===== src/rtl/mem_access_unit_pkg.sv =====
// Shared definitions for the load/store unit: funct3 encodings, FSM states,
// default timeout and small decode helpers.
package mem_access_unit_pkg;

  localparam int DEF_TIMEOUT_CYCLES = 16;

  localparam logic [2:0] F3_LB  = 3'b000;
  localparam logic [2:0] F3_LH  = 3'b001;
  localparam logic [2:0] F3_LW  = 3'b010;
  localparam logic [2:0] F3_LBU = 3'b100;
  localparam logic [2:0] F3_LHU = 3'b101;
  localparam logic [2:0] F3_SB  = 3'b000;
  localparam logic [2:0] F3_SH  = 3'b001;
  localparam logic [2:0] F3_SW  = 3'b010;

  localparam logic [1:0] SZ_BYTE = 2'b00;
  localparam logic [1:0] SZ_HALF = 2'b01;
  localparam logic [1:0] SZ_WORD = 2'b10;

  typedef enum logic [1:0] {
    S_IDLE = 2'b00,
    S_REQ  = 2'b01,
    S_WAIT = 2'b10,
    S_RESP = 2'b11
  } mau_state_e;

  function automatic logic f3_legal(input logic is_store, input logic [2:0] f3);
    logic ok;
    if (is_store) begin
      ok = (f3 == F3_SB) || (f3 == F3_SH) || (f3 == F3_SW);
    end else begin
      case (f3)
        F3_LB, F3_LH, F3_LW, F3_LBU, F3_LHU: ok = 1'b1;
        default:                             ok = 1'b0;
      endcase
    end
    return ok;
  endfunction

  function automatic logic f3_misaligned(input logic [2:0] f3, input logic [1:0] addr_lo);
    logic mis;
    case (f3[1:0])
      SZ_HALF: mis = addr_lo[0];
      SZ_WORD: mis = |addr_lo;
      default: mis = 1'b0;
    endcase
    return mis;
  endfunction

endpackage


===== src/rtl/mem_lane_align.sv =====
// Combinational byte-lane steering for stores and lane select plus
// sign/zero extension for loads.
module mem_lane_align
  import mem_access_unit_pkg::*;
(
  input  logic [2:0]  i_funct3,
  input  logic [1:0]  i_addr_lo,
  input  logic [31:0] i_wdata,
  input  logic [31:0] i_rdata,
  output logic [3:0]  o_be,
  output logic [31:0] o_wdata,
  output logic [31:0] o_rdata
);

  logic [7:0]  w_byte;
  logic [15:0] w_half;

  // funct3[2] marks the unsigned load variants
  always_comb begin
    w_byte = i_rdata[{i_addr_lo, 3'b000} +: 8];
    w_half = i_addr_lo[1] ? i_rdata[31:16] : i_rdata[15:0];
    case (i_funct3[1:0])
      SZ_BYTE: begin
        o_be    = 4'b0001 << i_addr_lo;
        o_wdata = {4{i_wdata[7:0]}};
        if (i_funct3[2]) begin
          o_rdata = {24'h000000, w_byte};
        end else begin
          o_rdata = {{24{w_byte[7]}}, w_byte};
        end
      end
      SZ_HALF: begin
        o_be    = i_addr_lo[1] ? 4'b1100 : 4'b0011;
        o_wdata = {2{i_wdata[15:0]}};
        if (i_funct3[2]) begin
          o_rdata = {16'h0000, w_half};
        end else begin
          o_rdata = {{16{w_half[15]}}, w_half};
        end
      end
      default: begin
        o_be    = 4'b1111;
        o_wdata = i_wdata;
        o_rdata = i_rdata;
      end
    endcase
  end

endmodule


===== src/rtl/mem_access_unit.sv =====
// Load/store unit bridging the core to a req/ack memory bus with timeout.
// Define MISALIGN_TRAP_EN to trap misaligned halfword/word accesses.
module mem_access_unit
  import mem_access_unit_pkg::*;
#(
  parameter int TIMEOUT_CYCLES = DEF_TIMEOUT_CYCLES,
  parameter int ADDR_W         = 32
) (
  input  logic              clk,
  input  logic              rst,
  input  logic              ld_en,
  input  logic              st_en,
  input  logic [2:0]        funct3,
  input  logic [ADDR_W-1:0] addr,
  input  logic [31:0]       wdata,
  output logic              busy,
  output logic              done,
  output logic [31:0]       rdata_out,
  output logic              misalign,
  output logic              bus_err,
  output logic              mem_req,
  output logic              mem_we,
  output logic [ADDR_W-1:0] mem_addr,
  output logic [3:0]        mem_be,
  output logic [31:0]       mem_wdata,
  input  logic [31:0]       mem_rdata,
  input  logic              mem_ack
);

  localparam int CNT_W = (TIMEOUT_CYCLES > 1) ? $clog2(TIMEOUT_CYCLES) : 1;

  mau_state_e r_state, w_state_nxt;

  logic              r_busy, w_busy_nxt;
  logic              r_done, w_done_nxt;
  logic              r_misalign, w_misalign_nxt;
  logic              r_bus_err, w_bus_err_nxt;
  logic              r_mem_req, w_req_nxt;
  logic              r_mem_we, w_we_nxt;
  logic [3:0]        r_mem_be, w_be_nxt;
  logic [ADDR_W-1:0] r_mem_addr, w_addr_nxt;
  logic [31:0]       r_mem_wdata, w_wdata_nxt;
  logic [31:0]       r_rdata_out, w_rdata_nxt;
  logic [CNT_W-1:0]  r_wait_cnt, w_cnt_nxt;
  logic              r_is_store, w_is_store_nxt;
  logic [2:0]        r_funct3, w_funct3_nxt;
  logic [1:0]        r_addr_lo, w_addr_lo_nxt;

  logic [2:0]        w_al_funct3;
  logic [1:0]        w_al_addr_lo;
  logic [3:0]        w_al_be;
  logic [31:0]       w_al_wdata;
  logic [31:0]       w_al_rdata;
  logic              w_trap;

`ifdef MISALIGN_TRAP_EN
  assign w_trap = f3_misaligned(funct3, addr[1:0]);
`else
  assign w_trap = 1'b0;
`endif

  // The single aligner sees live inputs at acceptance and the captured access afterwards
  always_comb begin
    if (r_state == S_IDLE) begin
      w_al_funct3  = funct3;
      w_al_addr_lo = addr[1:0];
    end else begin
      w_al_funct3  = r_funct3;
      w_al_addr_lo = r_addr_lo;
    end
  end

  mem_lane_align u_lane_align (
    .i_funct3  (w_al_funct3),
    .i_addr_lo (w_al_addr_lo),
    .i_wdata   (wdata),
    .i_rdata   (mem_rdata),
    .o_be      (w_al_be),
    .o_wdata   (w_al_wdata),
    .o_rdata   (w_al_rdata)
  );

  // Next-state and next-output decode
  always_comb begin
    w_state_nxt    = r_state;
    w_busy_nxt     = r_busy;
    w_done_nxt     = 1'b0;
    w_misalign_nxt = 1'b0;
    w_bus_err_nxt  = 1'b0;
    w_req_nxt      = r_mem_req;
    w_we_nxt       = r_mem_we;
    w_be_nxt       = r_mem_be;
    w_addr_nxt     = r_mem_addr;
    w_wdata_nxt    = r_mem_wdata;
    w_rdata_nxt    = r_rdata_out;
    w_cnt_nxt      = r_wait_cnt;
    w_is_store_nxt = r_is_store;
    w_funct3_nxt   = r_funct3;
    w_addr_lo_nxt  = r_addr_lo;
    case (r_state)
      S_IDLE: begin
        if (ld_en || st_en) begin
          w_is_store_nxt = st_en;
          w_funct3_nxt   = funct3;
          w_addr_lo_nxt  = addr[1:0];
          w_addr_nxt     = {addr[ADDR_W-1:2], 2'b00};
          w_cnt_nxt      = '0;
          if (!f3_legal(st_en, funct3)) begin
            w_state_nxt   = S_RESP;
            w_done_nxt    = 1'b1;
            w_bus_err_nxt = 1'b1;
            w_rdata_nxt   = 32'h0000_0000;
          end else if (w_trap) begin
            w_state_nxt    = S_RESP;
            w_done_nxt     = 1'b1;
            w_misalign_nxt = 1'b1;
            w_rdata_nxt    = 32'h0000_0000;
          end else begin
            w_state_nxt = S_REQ;
            w_busy_nxt  = 1'b1;
            w_req_nxt   = 1'b1;
            w_we_nxt    = st_en;
            w_be_nxt    = w_al_be;
            w_wdata_nxt = w_al_wdata;
          end
        end else begin
          w_state_nxt = S_IDLE;
        end
      end
      S_REQ, S_WAIT: begin
        if (mem_ack || ((r_state == S_WAIT) && (r_wait_cnt == CNT_W'(TIMEOUT_CYCLES - 1)))) begin
          w_state_nxt   = S_RESP;
          w_done_nxt    = 1'b1;
          w_busy_nxt    = 1'b0;
          w_req_nxt     = 1'b0;
          w_we_nxt      = 1'b0;
          w_be_nxt      = 4'b0000;
          w_bus_err_nxt = !mem_ack;
          w_rdata_nxt   = (mem_ack && !r_is_store) ? w_al_rdata : 32'h0000_0000;
        end else begin
          w_state_nxt = S_WAIT;
          w_cnt_nxt   = (r_state == S_WAIT) ? (r_wait_cnt + CNT_W'(1'b1)) : '0;
        end
      end
      S_RESP: begin
        w_state_nxt = S_IDLE;
      end
      default: begin
        w_state_nxt = S_IDLE;
      end
    endcase
  end

  // FSM state register
  always_ff @(posedge clk or negedge rst) begin
    if (!rst) begin
      r_state <= S_IDLE;
    end else begin
      r_state <= w_state_nxt;
    end
  end

  // Registered outputs and captured access context
  always_ff @(posedge clk or negedge rst) begin
    if (!rst) begin
      r_busy      <= 1'b0;
      r_done      <= 1'b0;
      r_misalign  <= 1'b0;
      r_bus_err   <= 1'b0;
      r_mem_req   <= 1'b0;
      r_mem_we    <= 1'b0;
      r_mem_be    <= 4'b0000;
      r_mem_addr  <= '0;
      r_mem_wdata <= 32'h0000_0000;
      r_rdata_out <= 32'h0000_0000;
      r_wait_cnt  <= '0;
      r_is_store  <= 1'b0;
      r_funct3    <= 3'b000;
      r_addr_lo   <= 2'b00;
    end else begin
      r_busy      <= w_busy_nxt;
      r_done      <= w_done_nxt;
      r_misalign  <= w_misalign_nxt;
      r_bus_err   <= w_bus_err_nxt;
      r_mem_req   <= w_req_nxt;
      r_mem_we    <= w_we_nxt;
      r_mem_be    <= w_be_nxt;
      r_mem_addr  <= w_addr_nxt;
      r_mem_wdata <= w_wdata_nxt;
      r_rdata_out <= w_rdata_nxt;
      r_wait_cnt  <= w_cnt_nxt;
      r_is_store  <= w_is_store_nxt;
      r_funct3    <= w_funct3_nxt;
      r_addr_lo   <= w_addr_lo_nxt;
    end
  end

  assign busy      = r_busy;
  assign done      = r_done;
  assign misalign  = r_misalign;
  assign bus_err   = r_bus_err;
  assign mem_req   = r_mem_req;
  assign mem_we    = r_mem_we;
  assign mem_be    = r_mem_be;
  assign mem_addr  = r_mem_addr;
  assign mem_wdata = r_mem_wdata;
  assign rdata_out = r_rdata_out;

endmodule

===== config.mk =====
export PLATFORM = sky130hd
export DESIGN_NAME = mem_access_unit
export DESIGN_NICKNAME = d
export VERILOG_FILES = /design/src/rtl/mem_access_unit_pkg.sv /design/src/rtl/mem_lane_align.sv /design/src/rtl/mem_access_unit.sv
export SDC_FILE = /design/constraint.sdc
export NUM_CORES = 1
export LEC_CHECK = 0
export CORE_UTILIZATION = 30
export DETAILED_ROUTE_END_ITERATION = 7
export GPL_ROUTABILITY_DRIVEN = 0
export HOLD_SLACK_MARGIN = 0.06
export PLACE_DENSITY = 0.67
export SYNTH_ARGS = -nofsm -noshare
export SYNTH_HDL_FRONTEND = slang
export SYNTH_SLANG_ARGS = --single-unit

===== constraint.sdc =====
create_clock -name clk -period 2.65 [get_ports clk]
set_input_delay 0.265 -clock clk [delete_from_list [all_inputs] [get_ports clk]]
set_output_delay 0.265 -clock clk [all_outputs]
set_load 0.02 [all_outputs]

# ---- Word-level counts from Yosys, hierarchy flattened
# Index checks and enable logic that the tools add are counted.
dict set report totals {
  ff_bits 114
  input_bits 104
  output_inout_bits 106
  wordCells 92
}
dict set report op_classes {
  n_addsub 1
  n_eq_ne 14
  shifts 2
  mux 43
  n_reduce_logical 19
}
# op count
set op_table {}
lappend op_table {{$mux W32} 6}
lappend op_table {{$pmux W32 S2} 3}
lappend op_table {{$shiftx A32 B6 Y8} 1}
lappend op_table {{$mux W4} 7}
lappend op_table {{$pmux W4 S2} 3}
lappend op_table {{$mux W16} 1}
lappend op_table {{$mux W1} 14}
lappend op_table {{$pmux W1 S2} 4}
lappend op_table {{$reduce_and A4 Y1} 2}
lappend op_table {{$eq A3 B3 Y1 const B} 2}
lappend op_table {{$mux W2} 3}
lappend op_table {{$ne A2 B2 Y1 const B} 3}
lappend op_table {{$pmux W2 S3} 1}
lappend op_table {{$reduce_and A3 Y1} 2}
lappend op_table {{$reduce_or A5 Y1} 1}
lappend op_table {{$add A4 B1 Y4 const B} 1}
lappend op_table {{$eq A2 B1 Y1 const B} 2}
lappend op_table {{$eq A2 B2 Y1 const B} 2}
lappend op_table {{$eq A4 B4 Y1 const B} 1}
lappend op_table {{$logic_not A2 Y1} 2}
lappend op_table {{$logic_or A1 B1 Y1} 4}
lappend op_table {{$ne A2 B1 Y1 const B} 2}
lappend op_table {{$shl A1 B2 Y4 const A} 1}
lappend op_table {{$eq A3 B1 Y1 const B} 1}
lappend op_table {{other kinds (8)} 10}

# ---- Longest topological paths before layout
dict set report logic_depth {
  ltp_word 9
  ltp_mapped 11
  mapped_depth_nobuf 7
}

# ---- Hierarchy
# From an unflattened synthesis, not the netlist that was laid out.
dict set report unflattened {
  cells_unflattened 536
  hier_area_um2 6053.3
}
# mod n_inst cells_per_inst area_per_inst_um2 seq_area_each_um2
set by_module_without_submodules {}
lappend by_module_without_submodules {mem_access_unit 1 365 4762.1 2852.7}
lappend by_module_without_submodules {mem_lane_align 1 171 1291.2 0.0}

# ---- Worst setup path before layout
# Ideal clock, no wire load.
dict set report synth_timing {
  path_kind {register -> register}
  start {register r_state[0]}
  end {register r_rdata_out[21] (netlist: rdata_out[21])}
  setup_ns 0.126
  arrival_ns 2.307
  required_time_ns 2.524
  setup_slack_ns 0.217
  path_stages_with_launch 12
  path_cell_list {dfrtp_1 > inv_1 > ha_1 > buf_6 > or3b_1 > buf_6 > a21o_1 > o2111a_1 > buf_6 > o2111a_2 > buf_6 > a221o_1}
}
dict set report synth_between {
  elab_chain_len 8
  word_cells_on_any_way 23
}
# item line
set synth_rtl {}
lappend synth_rtl {{start, declared} mem_access_unit.sv:32} ;# mau_state_e r_state, w_state_nxt;
lappend synth_rtl {{start signal, assigned} mem_access_unit.sv:159} ;# r_state <= w_state_nxt;
lappend synth_rtl {{$logic_not A2 Y1} {mem_access_unit.sv:64, mem_access_unit.sv:100}}
lappend synth_rtl {{$mux W2} mem_access_unit.sv:64} ;# if (r_state == S_IDLE) begin
lappend synth_rtl {{$shiftx A32 B6 Y8 or $mux W16 (tied branches)} {mem_lane_align.sv:20, mem_lane_align.sv:21}}
lappend synth_rtl {{$mux W32, on equally long branches} {mem_lane_align.sv:26, mem_lane_align.sv:35}}
lappend synth_rtl {{$pmux W32 S2} mem_lane_align.sv:22} ;# case (i_funct3[1:0])
lappend synth_rtl {{$mux W32} mem_access_unit.sv:139} ;# w_rdata_nxt = (mem_ack && !r_is_store) ? w_al_rdata : 32'h0000_0000;
lappend synth_rtl {{$mux W32} mem_access_unit.sv:131} ;# if (mem_ack || ((r_state == S_WAIT) && (r_wait_cnt == CNT_W'(TIMEOUT_CYCLES - 1)))) begin
lappend synth_rtl {{$pmux W32 S2} mem_access_unit.sv:100} ;# case (r_state)
lappend synth_rtl {{end signal, assigned} mem_access_unit.sv:190} ;# r_rdata_out <= w_rdata_nxt;
lappend synth_rtl {{end, declared} mem_access_unit.sv:43} ;# logic [31:0] r_rdata_out, w_rdata_nxt;
# Several ways; a longest one is shown, not always the timed one. The select of a mux whose other input is x is not followed.
# A chain may end at the register's enable or synchronous reset.

# ---- Worst setup path in the final report
dict set report layout_timing {
  start {register r_state[0]}
  end {register r_rdata_out[31] (netlist: rdata_out[31])}
}
# Same word-level chain as after synthesis.

==> flow_summary_export.csv <==
group,metric,value,unit
synthesis,synth_flop_cell,"dfrtp_1",
cells_and_area,multiInputGateArea,2260,µm²
cells_and_area,layout-drive-gt1-share,17.2,%
drt,ant_nets,0,
synthesis,ys_seq_area_share,53.6,%
synthesis,ys_seq_elements,114,
cells_and_area,final_cells,923,
drt,remaining_drc_errors,0,
clock_tree,clk_root_buffer_cell,"clkbuf_16",
sta,min_period_over_period,95.0,%
cells_and_area,nNetsFinal,793,
synthesis,synth_area_leaders,"dfrtp_1 (54%), mux2_2 (9.5%), mux2i_1 (5.1%)",
synthesis,synth_top_area_share,53.6,%
worst_setup_path,path_cells,"inv_1 > ha_1 > buf_4 > or3b_1 > a21o_1 > o2111a_1 > o2111a_2 > a221o_2",
place,port_buffers,206,
sta,slew_headroom,43.7,%
hold_path,worstHoldPathType,"in -> reg",
grt,grt_use_total,18.9,%
drt,viasPerCell,5.11,
cells_and_area,num_antenna_cells,0,
worst_setup_path,required,2.94,ns
synthesis,syn_inst,468,
floorplanning,core_area,17300,µm²
synthesis,yosysMostFrequentCell,"dfrtp_1",
clock_tree,clockBufferDepth,2,
synthesis,yosys_warnings,0,
worst_setup_path,critPathKind,"reg -> reg",
cells_and_area,fillers,1538,
grt,grt_pass1_vias,4879,
synthesis,async_reset_ff_share,100,%
outcome,status,"finished, final reports clean",
floorplanning,start_util,30.8,%
worst_setup_path,worstPathArrival,2.80,ns
cells_and_area,final_area,8340,µm²
worst_setup_path,rrSetupSlack,0.13,ns
power_and_ir_drop,ir_drop,0.000657,V
clock_tree,cts_made_buffers,17,
drt,wl_per_cell,18.0,µm
sta,tightest_slew,0.844,ns
drt,drt_first_pass_iters,7,
drt,vias,4712,
sta,setup_tns,0,ns
power_and_ir_drop,power,11.5,mW
synthesis,synth.distinct_cells,48,
power_and_ir_drop,p_per_area,1380,nW/µm²
sta,fin_crit,2.52,ns
place,dp.cells,890,
sta,hold_viol_final,0,
floorplanning,dieArea,18300,µm²
floorplanning,io_pins,210,
synthesis,synthesis.area,5320,µm²
power_and_ir_drop,power.leakage,3.58,nW
synthesis,synth_top_cell_by_area,"dfrtp_1",
grt,grt-ovfl-total,0,
cells_and_area,synthToLayoutAreaGrowth,56.6,%
clock_tree,cts_tree,"built",
drt,drtIter0Drc,418,
place,hpwl,11900,µm
clock_tree,htreeDepth,4,
worst_setup_path,cp_slowest_stage_delay,0.40,ns
floorplanning,row_count,48,
run,drv_cap,0,
sta,clock_skew,0.00767,ns
worst_setup_path,critical_path.slowest_cell,"or3b_1",
drt,drt-total-wl,16600,µm
worst_setup_path,cp-end-kind,"flop",
place,place_area,7690,µm²
clock_tree,insertion_delay,0.41,ns
cells_and_area,fin_util,48.2,%
sta,rsz0062_at_grt,"false",
sta,drv_slew,0,
grt,grt_start_max_net_pins,66,
clock_tree,clk_pin_slew,0.06,ns
sta,setup_violations,0,
synthesis,syn_area_per_cell,11.4,µm²
worst_setup_path,cp_max_fo,16,
synthesis,synth_common_cells,"dfrtp_1 (114), nand2_1 (65), o21ai_0 (52), mux2_2 (45), mux2i_1 (27)",
worst_setup_path,startpoint_type,"flop",
sta,max_freq,397,MHz
clock_tree,cts_sinks,114,
cells_and_area,seq_area,2850,µm²
synthesis,synth-edff-count,0,
grt,grt_pass1_wl,26300,µm
grt,antenna_found_initial,0,
floorplanning,die_w,135,µm
floorplanning,fp.dieH,135,µm
[layer usage]
layer / GRT usage [%] / wire length (µm)
met5: 0 / 0
met4: 5.31 / 210
met3: 7.07 / 1450
met2: 30.9 / 7990
met1: 23.3 / 6960
[flip-flops by register name (all words and copies together), names as in the netlist]
| name | count |
|---|---|
| mem_req | 1 |
| r_state | 2 |
| bus_err | 1 |
| r_wait_cnt | 4 |
| r_is_store | 1 |
| mem_addr | 30 |
| r_funct3 | 3 |
| mem_be | 4 |
| r_addr_lo | 2 |
| rdata_out | 32 |
| mem_we | 1 |
| mem_wdata | 32 |
| done | 1 |
[worst max-delay path: cells and delay by family, from the launching register on]
kind	cells	cell delay, ns
compound gates	4	1.06
fa+ha+maj	1	0.26
buf+inv	2	0.29
flops	1	0.38
simple gates	1	0.40
[kinds of logic (layout without fill, tap and decap cells)]
kind of cell	Yosys count	after routing	share of synthesized area, %
flip-flops	114	114	53.6
multiplexers	74	74	15.1
other	1	3	0.0704
adder cells (fa/ha/maj)	4	4	0.940
buffers and inverters	48	276	4.54
AND/OR/NAND/NOR	96	96	7.83
AO/OA/AOI/OAI	131	131	17.9
[repair_timing]
item | in CTS | in global routing
endpoints found under the setup margin | 0 | 31
hold buffers | 1 | 0
setup buffers | 0 | 0
hold endpoints to repair | 64 | 0
resized for setup | 0 | 2
[area by class of cell]
cell class / count / area share (%)
Clock inverter: 14 / 2.43
Tap cell: 225 / 3.38
Multi-Input combinational cell: 308 / 27.1
Inverter: 13 / 0.585
Sequential cell: 114 / 34.2
Clock buffer: 18 / 5.15
Timing Repair Buffer: 231 / 27.1
[metrics by stage]
step / setup WS (ns) / hold WS, ns
floorplan: 0.217 / -0.0306
global placement: 0.184 / 0.404
detailed placement: 0.0912 / 0.418
CTS: 0.0648 / 0.447
global route: 0.0426 / 0.446
finish: 0.133 / 0.465
[path summary, 6_finish.rpt]
| check | cells after the start | endpoint | startpoint |
|---|---|---|---|
| max | 8 | rdata_out[31]$_DFFE_PN0P_ | r_state[0]$_DFF_PN0_ |
| min in group asynchronous | 2 | mem_wdata[15]$_DFFE_PN0P_ | rst |
| max in group asynchronous | 3 | done$_DFF_PN0_ | rst |
| min | 2 | mem_addr[22]$_DFFE_PN0P_ | addr[22] |
| min reg2reg | 2 | mem_wdata[17]$_DFFE_PN0P_ | mem_wdata[17]$_DFFE_PN0P_ |
| max reg2reg | 8 | rdata_out[31]$_DFFE_PN0P_ | r_state[0]$_DFF_PN0_ |
[layout by cell type, fill, tap and decap left out, types with 5 or more instances in the layout]
| cell | count |
|---|---|
| a211oi_1 | 9 |
| a21oi_1 | 12 |
| a221o_1 | 10 |
| a221o_2 | 6 |
| a222oi_1 | 22 |
| buf_4 | 24 |
| clkbuf_16 | 17 |
| clkdlybuf4s50_1 | 205 |
| dfrtp_1 | 114 |
| inv_1 | 13 |
| mux2_2 | 45 |
| mux2i_1 | 27 |
| nand2_1 | 65 |
| nand2b_1 | 5 |
| nand3_1 | 5 |
| nor2_1 | 8 |
| o21ai_0 | 51 |
[power by group]
part / switching (mW) / internal, mW / total [mW]
Sequential: 0.533 / 2.58 / 3.12
Clock: 0.864 / 1.59 / 2.45
Combinational: 3.10 / 2.82 / 5.92
Total: 4.50 / 6.99 / 11.5
Note: power is estimated with default switching activity, not from simulation.
